## src/rtl/rv_decode_stage.sv

```systemverilog
// RV32I(+M) decode pipeline stage: combinational decode of the incoming
// instruction feeding a main output register and an optional skid register.
module rv_decode_stage #(
  parameter int XLEN     = 32,
  parameter int SKID     = 1,
  parameter int ENABLE_M = 0,
  parameter int CNT_W    = 8
) (
  input  logic             clock,
  input  logic             reset_n,
  input  logic             in_valid,
  output logic             in_ready,
  input  logic [31:0]      in_instr,
  input  logic [XLEN-1:0]  in_pc,
  input  logic             flush,
  output logic             out_valid,
  input  logic             out_ready,
  output logic [XLEN-1:0]  out_pc,
  output logic [4:0]       out_rd,
  output logic [4:0]       out_rs1,
  output logic [4:0]       out_rs2,
  output logic [XLEN-1:0]  out_imm,
  output logic [6:0]       out_class,
  output logic [3:0]       out_alu_op,
  output logic             out_mul,
  output logic             out_reg_write,
  output logic             out_illegal,
  output logic [39:0]      out_mnemonic,
  output logic [CNT_W-1:0] illegal_count
);

  localparam logic [6:0] OP_LOAD   = 7'b0000011;
  localparam logic [6:0] OP_IMM    = 7'b0010011;
  localparam logic [6:0] OP_AUIPC  = 7'b0010111;
  localparam logic [6:0] OP_STORE  = 7'b0100011;
  localparam logic [6:0] OP_REG    = 7'b0110011;
  localparam logic [6:0] OP_LUI    = 7'b0110111;
  localparam logic [6:0] OP_BRANCH = 7'b1100011;
  localparam logic [6:0] OP_JALR   = 7'b1100111;
  localparam logic [6:0] OP_JAL    = 7'b1101111;

  localparam logic [6:0] C_LOAD = 7'b1000000;
  localparam logic [6:0] C_R    = 7'b0100000;
  localparam logic [6:0] C_I    = 7'b0010000;
  localparam logic [6:0] C_S    = 7'b0001000;
  localparam logic [6:0] C_B    = 7'b0000100;
  localparam logic [6:0] C_U    = 7'b0000010;
  localparam logic [6:0] C_J    = 7'b0000001;

  localparam logic [39:0] NOP_MN = "NOP  ";
  localparam logic [39:0] ILL_MN = "ILL  ";

  typedef struct packed {
    logic [XLEN-1:0] pc;
    logic [4:0]      rd;
    logic [4:0]      rs1;
    logic [4:0]      rs2;
    logic [XLEN-1:0] imm;
    logic [6:0]      cls;
    logic [3:0]      alu_op;
    logic            mul;
    logic            reg_write;
    logic            illegal;
    logic [39:0]     mnem;
  } bundle_t;

  logic [6:0]  opcode;
  logic [2:0]  f3;
  logic [6:0]  f7;
  logic [31:0] imm_i, imm_s, imm_b, imm_u, imm_j;

  assign opcode = in_instr[6:0];
  assign f3     = in_instr[14:12];
  assign f7     = in_instr[31:25];
  assign imm_i  = {{20{in_instr[31]}}, in_instr[31:20]};
  assign imm_s  = {{20{in_instr[31]}}, in_instr[31:25], in_instr[11:7]};
  assign imm_b  = {{19{in_instr[31]}}, in_instr[31], in_instr[7], in_instr[30:25],
                   in_instr[11:8], 1'b0};
  assign imm_u  = {in_instr[31:12], 12'b0};
  assign imm_j  = {{11{in_instr[31]}}, in_instr[31], in_instr[19:12], in_instr[20],
                   in_instr[30:21], 1'b0};

  logic        ill, alt, mul, has_alu, use_rd, use_rs1, use_rs2;
  logic [6:0]  cls;
  logic [31:0] imm32;
  logic [39:0] mnem;
  bundle_t     dec;

  always_comb begin
    ill     = 1'b0;
    alt     = 1'b0;
    mul     = 1'b0;
    has_alu = 1'b0;
    use_rd  = 1'b0;
    use_rs1 = 1'b0;
    use_rs2 = 1'b0;
    cls     = '0;
    imm32   = '0;
    mnem    = ILL_MN;
    unique case (opcode)
      OP_LOAD: begin
        cls = C_LOAD; use_rd = 1'b1; use_rs1 = 1'b1; imm32 = imm_i; has_alu = 1'b1;
        case (f3)
          3'd0:    mnem = "LB   ";
          3'd1:    mnem = "LH   ";
          3'd2:    mnem = "LW   ";
          3'd4:    mnem = "LBU  ";
          3'd5:    mnem = "LHU  ";
          default: ill = 1'b1;
        endcase
      end
      OP_IMM: begin
        cls = C_I; use_rd = 1'b1; use_rs1 = 1'b1; imm32 = imm_i; has_alu = 1'b1;
        case (f3)
          3'd0: mnem = "ADDI ";
          3'd2: mnem = "SLTI ";
          3'd3: mnem = "SLTIU";
          3'd4: mnem = "XORI ";
          3'd6: mnem = "ORI  ";
          3'd7: mnem = "ANDI ";
          3'd1: begin
            mnem = "SLLI ";
            ill  = (f7 != 7'h00);
          end
          default: begin
            alt = in_instr[30];
            if (f7 == 7'h00)      mnem = "SRLI ";
            else if (f7 == 7'h20) mnem = "SRAI ";
            else                  ill = 1'b1;
          end
        endcase
      end
      OP_STORE: begin
        cls = C_S; use_rs1 = 1'b1; use_rs2 = 1'b1; imm32 = imm_s; has_alu = 1'b1;
        case (f3)
          3'd0:    mnem = "SB   ";
          3'd1:    mnem = "SH   ";
          3'd2:    mnem = "SW   ";
          default: ill = 1'b1;
        endcase
      end
      OP_BRANCH: begin
        cls = C_B; use_rs1 = 1'b1; use_rs2 = 1'b1; imm32 = imm_b; has_alu = 1'b1;
        case (f3)
          3'd0:    mnem = "BEQ  ";
          3'd1:    mnem = "BNE  ";
          3'd4:    mnem = "BLT  ";
          3'd5:    mnem = "BGE  ";
          3'd6:    mnem = "BLTU ";
          3'd7:    mnem = "BGEU ";
          default: ill = 1'b1;
        endcase
      end
      OP_REG: begin
        cls = C_R; use_rd = 1'b1; use_rs1 = 1'b1; use_rs2 = 1'b1; has_alu = 1'b1;
        alt = in_instr[30];
        if (f7 == 7'h00) begin
          case (f3)
            3'd0:    mnem = "ADD  ";
            3'd1:    mnem = "SLL  ";
            3'd2:    mnem = "SLT  ";
            3'd3:    mnem = "SLTU ";
            3'd4:    mnem = "XOR  ";
            3'd5:    mnem = "SRL  ";
            3'd6:    mnem = "OR   ";
            default: mnem = "AND  ";
          endcase
        end else if (f7 == 7'h20) begin
          case (f3)
            3'd0:    mnem = "SUB  ";
            3'd5:    mnem = "SRA  ";
            default: ill = 1'b1;
          endcase
        end else if (f7 == 7'h01 && ENABLE_M != 0) begin
          mul = 1'b1;
          // MULHSU is clipped to five characters for the display path
          case (f3)
            3'd0:    mnem = "MUL  ";
            3'd1:    mnem = "MULH ";
            3'd2:    mnem = "MULHS";
            3'd3:    mnem = "MULHU";
            3'd4:    mnem = "DIV  ";
            3'd5:    mnem = "DIVU ";
            3'd6:    mnem = "REM  ";
            default: mnem = "REMU ";
          endcase
        end else begin
          ill = 1'b1;
        end
      end
      OP_LUI: begin
        cls = C_U; use_rd = 1'b1; imm32 = imm_u; mnem = "LUI  ";
      end
      OP_AUIPC: begin
        cls = C_U; use_rd = 1'b1; imm32 = imm_u; mnem = "AUIPC";
      end
      OP_JAL: begin
        cls = C_J; use_rd = 1'b1; imm32 = imm_j; mnem = "JAL  ";
      end
      OP_JALR: begin
        cls = C_I; use_rd = 1'b1; use_rs1 = 1'b1; imm32 = imm_i; has_alu = 1'b1;
        mnem = "JALR ";
        ill  = (f3 != 3'd0);
      end
      default: ill = 1'b1;
    endcase
    // The all-zero word is a bubble, and an illegal encoding carries no fields
    if (in_instr == 32'h0 || ill) begin
      ill     = (in_instr != 32'h0);
      mnem    = ill ? ILL_MN : NOP_MN;
      cls     = '0;
      imm32   = '0;
      alt     = 1'b0;
      mul     = 1'b0;
      has_alu = 1'b0;
      use_rd  = 1'b0;
      use_rs1 = 1'b0;
      use_rs2 = 1'b0;
    end
  end

  always_comb begin
    dec.pc        = in_pc;
    dec.rd        = use_rd  ? in_instr[11:7]  : 5'd0;
    dec.rs1       = use_rs1 ? in_instr[19:15] : 5'd0;
    dec.rs2       = use_rs2 ? in_instr[24:20] : 5'd0;
    dec.imm       = XLEN'(signed'(imm32));
    dec.cls       = cls;
    dec.alu_op    = has_alu ? {alt, f3} : 4'd0;
    dec.mul       = mul;
    dec.reg_write = use_rd && (in_instr[11:7] != 5'd0);
    dec.illegal   = ill;
    dec.mnem      = mnem;
  end

  bundle_t           main_q, main_d, skid_q, skid_d;
  logic              main_valid_q, main_valid_d, skid_valid_q, skid_valid_d;
  logic              rst_done_q;
  logic [CNT_W-1:0]  cnt_q, cnt_d;
  logic              main_free, accept;

  assign main_free = !main_valid_q || out_ready;
  // With the skid buffer the ready only depends on registered state
  assign in_ready  = rst_done_q && ((SKID != 0) ? !skid_valid_q : main_free);
  assign accept    = in_valid && in_ready && !flush;

  always_comb begin
    main_d       = main_q;
    main_valid_d = main_valid_q;
    skid_d       = skid_q;
    skid_valid_d = skid_valid_q;
    cnt_d        = cnt_q;
    if (flush) begin
      main_valid_d = 1'b0;
      skid_valid_d = 1'b0;
    end else begin
      if (accept && dec.illegal && cnt_q != {CNT_W{1'b1}})
        cnt_d = cnt_q + CNT_W'(1);
      if (main_free) begin
        if (skid_valid_q) begin
          main_d       = skid_q;
          main_valid_d = 1'b1;
          skid_valid_d = 1'b0;
        end else if (accept) begin
          main_d       = dec;
          main_valid_d = 1'b1;
        end else begin
          main_valid_d = 1'b0;
        end
      end else if (accept) begin
        skid_d       = dec;
        skid_valid_d = 1'b1;
      end
    end
  end

  always_ff @(posedge clock) begin
    if (!reset_n) begin
      main_q       <= '0;
      main_q.mnem  <= NOP_MN;
      skid_q       <= '0;
      main_valid_q <= 1'b0;
      skid_valid_q <= 1'b0;
      rst_done_q   <= 1'b0;
      cnt_q        <= '0;
    end else begin
      main_q       <= main_d;
      skid_q       <= skid_d;
      main_valid_q <= main_valid_d;
      skid_valid_q <= skid_valid_d;
      rst_done_q   <= 1'b1;
      cnt_q        <= cnt_d;
    end
  end

  assign out_valid     = main_valid_q;
  assign out_pc        = main_q.pc;
  assign out_rd        = main_q.rd;
  assign out_rs1       = main_q.rs1;
  assign out_rs2       = main_q.rs2;
  assign out_imm       = main_q.imm;
  assign out_class     = main_q.cls;
  assign out_alu_op    = main_q.alu_op;
  assign out_mul       = main_q.mul;
  assign out_reg_write = main_q.reg_write;
  assign out_illegal   = main_q.illegal;
  assign out_mnemonic  = main_q.mnem;
  assign illegal_count = cnt_q;

endmodule

```

## config.mk

```make
export PLATFORM = sky130hd
export DESIGN_NAME = rv_decode_stage
export DESIGN_NICKNAME = d
export VERILOG_FILES = /design/src/rtl/rv_decode_stage.sv
export SDC_FILE = /design/constraint.sdc
export NUM_CORES = 1
export LEC_CHECK = 0
export BUFFER_PORTS_ARGS = -buffer_cell sky130_fd_sc_hd__buf_2
export CAP_MARGIN = 20
export CORE_UTILIZATION = 35
export DETAILED_ROUTE_END_ITERATION = 10
export PLACE_DENSITY_LB_ADDON = 0.25
export SLEW_MARGIN = 20
export SYNTH_ARGS = -nofsm -noshare
export SYNTH_HDL_FRONTEND = slang
export SYNTH_SLANG_ARGS = --single-unit
```

## constraint.sdc

```tcl
create_clock -name clock -period 3.6 [get_ports clock]
set_input_delay 0.36 -clock clock [delete_from_list [all_inputs] [get_ports clock]]
set_output_delay 0.36 -clock clock [all_outputs]
set_load 0.02 [all_outputs]
```

==> impl_results.md <==
* Synth area leader: dfxtp_1
* Antenna violations before repair at 0
* Post-synthesis xor/xnor area fraction at 0
* Netlist cell types at 68
* Synth Area in Compound Gates at 0.244
* Synth-to-Final Area Change at 18.9%
* Final GP Congestion at 0.898
* Number of global-route vias before repair at 10400
* Register area share after synthesis at 0.436
* WS Path Type: input port to flop
* Area contributors post-synth: dfxtp_1, a21oi_1, nand2_1, nand3_1, clkbuf_1
* Post-Synth Adder-Cell Area at 0.00108
* Final Cycle Share at 0.715
* Post-CTS Setup Bufs at 0
* Total Power at 0.00613 W
* Post-Synthesis Cells at 1454
* Layout cells sized above 1 at 0.189
* Number of buffers and inverters on the critical path at 2
* Pwr per Cell Area at 443 nW/um^2
* Delay-heaviest family, CP: simple AND/OR/NAND/NOR gates
* Hold Fails Final Rpt at 0
* DP Wirelength at 26500 um
* CTS tree: yes
* Worst hold endpoint: out_imm[8]$_SDFFE_PN0P_
* Synth Area per Inst at 7.99 sq um
* Number of buffers inserted by hold repair at cts at 0
* First-pass GRT wire length at 61100 um
* Yosys Warn Count at 0
* Antenna Cells at 0
* Main synth FF type: dfxtp_1
* Post-Layout Cell Count at 2051
* Remaining DRCs at 0
* Post-synth EDFFs at 0
* #FFs+latches synth at 253
* Number of buffers created by CTS at 29
* Input/output buffers at 202
* Setup TNS at 0 ns
* Setup-failing EPs final at 0
* Final WS setup at 1.02 ns
* Slew @ Worst Pin at 0.902 ns
* I/O pin count at 212
* Drt total wl at 39700 um
* Area of placed instances at 12900 sq um
* Min-delay src: in_instr[28]
* Hold Path Depth at 2
* Die W at 184 um
* Sinks on Clock Net at 253
* H-tree levels at 1
* DR vias/cell at 5.56
* Die Area at 33900 sq um
* Reg clk slew, reported paths at 0.07 ns
* CP endpoint kind: flop
* Largest net degree at the start of global routing at 142
* CP max stage cell: and4b_2
* Die H at 184 um
* First-pass iteration count of the detailed router at 5
* Vias post-DR at 11400
* Placed cell count at 2000
* R2R Setup Slk at 1.11 ns
* Max-slew violations at 0
* Antenna-violating nets left at 0
* Main combinational cell family by area after synthesis: compound AO/OA/AOI/OAI gates
* Row cnt at 66
* Critical Path AT at 3.05 ns
* Post_cts resized at 0
* Grt ovf at 0
* Root Driver: clkbuf_16
* Data required, critical path at 4.07 ns
* Min-delay worst type: input port to flop
* CP cell instances: buf_2, or4_4, nor3_4, a2111o_1, and4b_2, buf_4, nand3_1, a21oi_1
* Slew HR at 0.399
* Post-layout min period at 2.58 ns
* R2R cell count at 7
* Fin nets at 1659
* Fmax at 388 MHz
* RR Startpoint: skid_valid_q$_SDFFE_PP0P_
* MaxCap Viol Count at 0
* Longest Clk Path Bufs at 3
* Total GRT Usage at 0.229
* Initial DRC count at 1034
* VDD IR max at 0.000339 V
* Post-synth ARST share at 0
* Worst-path maximum fanout at 45
* Clk_lat worst skew at 0.56 ns
* P_leak at 5.55 nW
* Simple-gate portion of the synthesized area at 0.233
* Slowest Stage Delay on Critical Path at 0.85 ns
* Synth top area share at 0.436
* Status: complete, no violations
* CP Launch Type: input port
* Cell Area, Synth at 11600 sq um
* Unrepaired setup endpoints after global routing: no
* Multiplexer share of the synthesized area at 0.0294
* Initial core utilization at 0.356
* Core box area at 32600 sq um
* Post-Layout Inst Area at 13800 sq um
* Pre-CTS setup slack at 0.512 ns
* Clock Skew at 0.0198 ns
* Worst r2r dst: out_mnemonic[28]$_SDFFE_PN0P_
* DR WL/cell at 19.4 um
## final cells by class
| cell class | instances | area, sq um |
|---|---|---|
| timing repair buffer | 238 | 1320 |
| clock buffer | 39 | 803 |
| inverter | 9 | 38.8 |
| sequential | 253 | 5070 |
| clock inverter | 12 | 76.3 |
| fill | 3301 | 18800 |
| tap | 442 | 553 |
| multi-input combinational | 1058 | 5960 |
## where the power goes
| group | switching, W | internal (W) | leakage [nW] |
|---|---|---|---|
| sequential | 0.0000253 | 0.00284 | 2.05 |
| combinational | 0.000348 | 0.000141 | 3.07 |
| clock | 0.00121 | 0.00156 | 0.434 |
## worst max path at each step
| stage | from | slack [ns] | cells past startpoint | end |
|---|---|---|---|---|
| 6_report | in_instr[25] | 1.02 | 8 | skid_q[51]$_SDFFE_PN0P_ |
| 5_1_grt | in_instr[12] | 0.87 | 8 | out_class[4]$_SDFFE_PN0P_ |
| 4_1_cts | in_instr[25] | 1.07 | 8 | skid_q[51]$_SDFFE_PN0P_ |
| 3_5_place_dp | in_instr[25] | 0.51 | 8 | skid_q[51]$_SDFFE_PN0P_ |
| 3_3_place_gp | in_instr[25] | 0.51 | 8 | skid_q[57]$_SDFFE_PN0P_ |
| 2_1_floorplan | in_instr[3] | 1.27 | 9 | out_mnemonic[25]$_SDFFE_PN1P_ |
## logic make-up after synthesis
kind of cell               Yosys count
other                                1
AOI/OAI and AO/OA                  462
muxes                               34
DFF                                253
adders and majority gates            1
buffers and inverters              151
and+or+nand+nor                    552
## cell usage after synthesis (3+ instances only)
| master | instances |
|---|---|
| a211oi_1 | 34 |
| a21o_1 | 47 |
| a21oi_1 | 206 |
| a221oi_1 | 3 |
| a22o_1 | 20 |
| a22oi_1 | 5 |
| a311oi_1 | 6 |
| a31oi_1 | 13 |
| and2_1 | 7 |
| and3_1 | 23 |
| and3b_1 | 4 |
| and4_1 | 3 |
| buf_1 | 9 |
| buf_2 | 10 |
| buf_4 | 17 |
| clkbuf_1 | 106 |
| dfxtp_1 | 253 |
| inv_1 | 8 |
| mux2i_1 | 33 |
| nand2_1 | 207 |
| nand2b_1 | 9 |
| nand3_1 | 84 |
| nand3b_1 | 4 |
| nand4_1 | 19 |
| nor2_1 | 90 |
| nor2b_1 | 9 |
| nor3_1 | 20 |
| nor3_2 | 5 |
| nor4_1 | 12 |
| o211a_1 | 5 |
| o211ai_1 | 8 |
| o21ai_0 | 66 |
| o22ai_1 | 15 |
| o31a_1 | 4 |
| o31ai_1 | 9 |
| or3_1 | 28 |
| or3b_1 | 11 |
| or4_1 | 6 |
## routing by layer
| metal | global-route usage | wire (um) | up-vias |
|---|---|---|---|
| li1 | - | - | 5504 |
| met1 | 0.314 | 18200 | 5387 |
| met2 | 0.360 | 17700 | 456 |
| met3 | 0.0476 | 2910 | 64 |
| met4 | 0.0640 | 969 | 0 |
| met5 | 0 | 0 | - |
## cells in the final DEF (no fill, tap or decap), types with 19 or more instances in the layout
cell type and instances:
nor3_1 19, buf_2 202, o21ai_0 66, dfxtp_1 252
buf_4 33, clkbuf_16 29, nor2_1 88, and3_1 23
nand3_1 84, a21o_1 47, nand4_1 19, nand2_1 207
a22o_1 20, a21oi_1 206, a211oi_1 34, mux2i_1 33
or3_1 27
## flip-flops by register name (all words and copies together), names as in the netlist, 4 cells and up
| signal | cells |
|---|---|
| out_rs1 | 5 |
| out_pc | 32 |
| out_mnemonic | 29 |
| out_imm | 32 |
| illegal_count | 8 |
| out_class | 7 |
| out_rd | 5 |
| out_rs2 | 5 |
| skid_q | 121 |
| out_alu_op | 4 |
## stage by stage
step	hold WS (ns)	utilization
finish	0.0596	0.424
global route	0.0580	0.424
CTS	0.0381	0.424
detailed placement	0.440	0.397
global placement	0.434	0.397
floorplan	0.388	-
(Power assumes the default switching activity.)
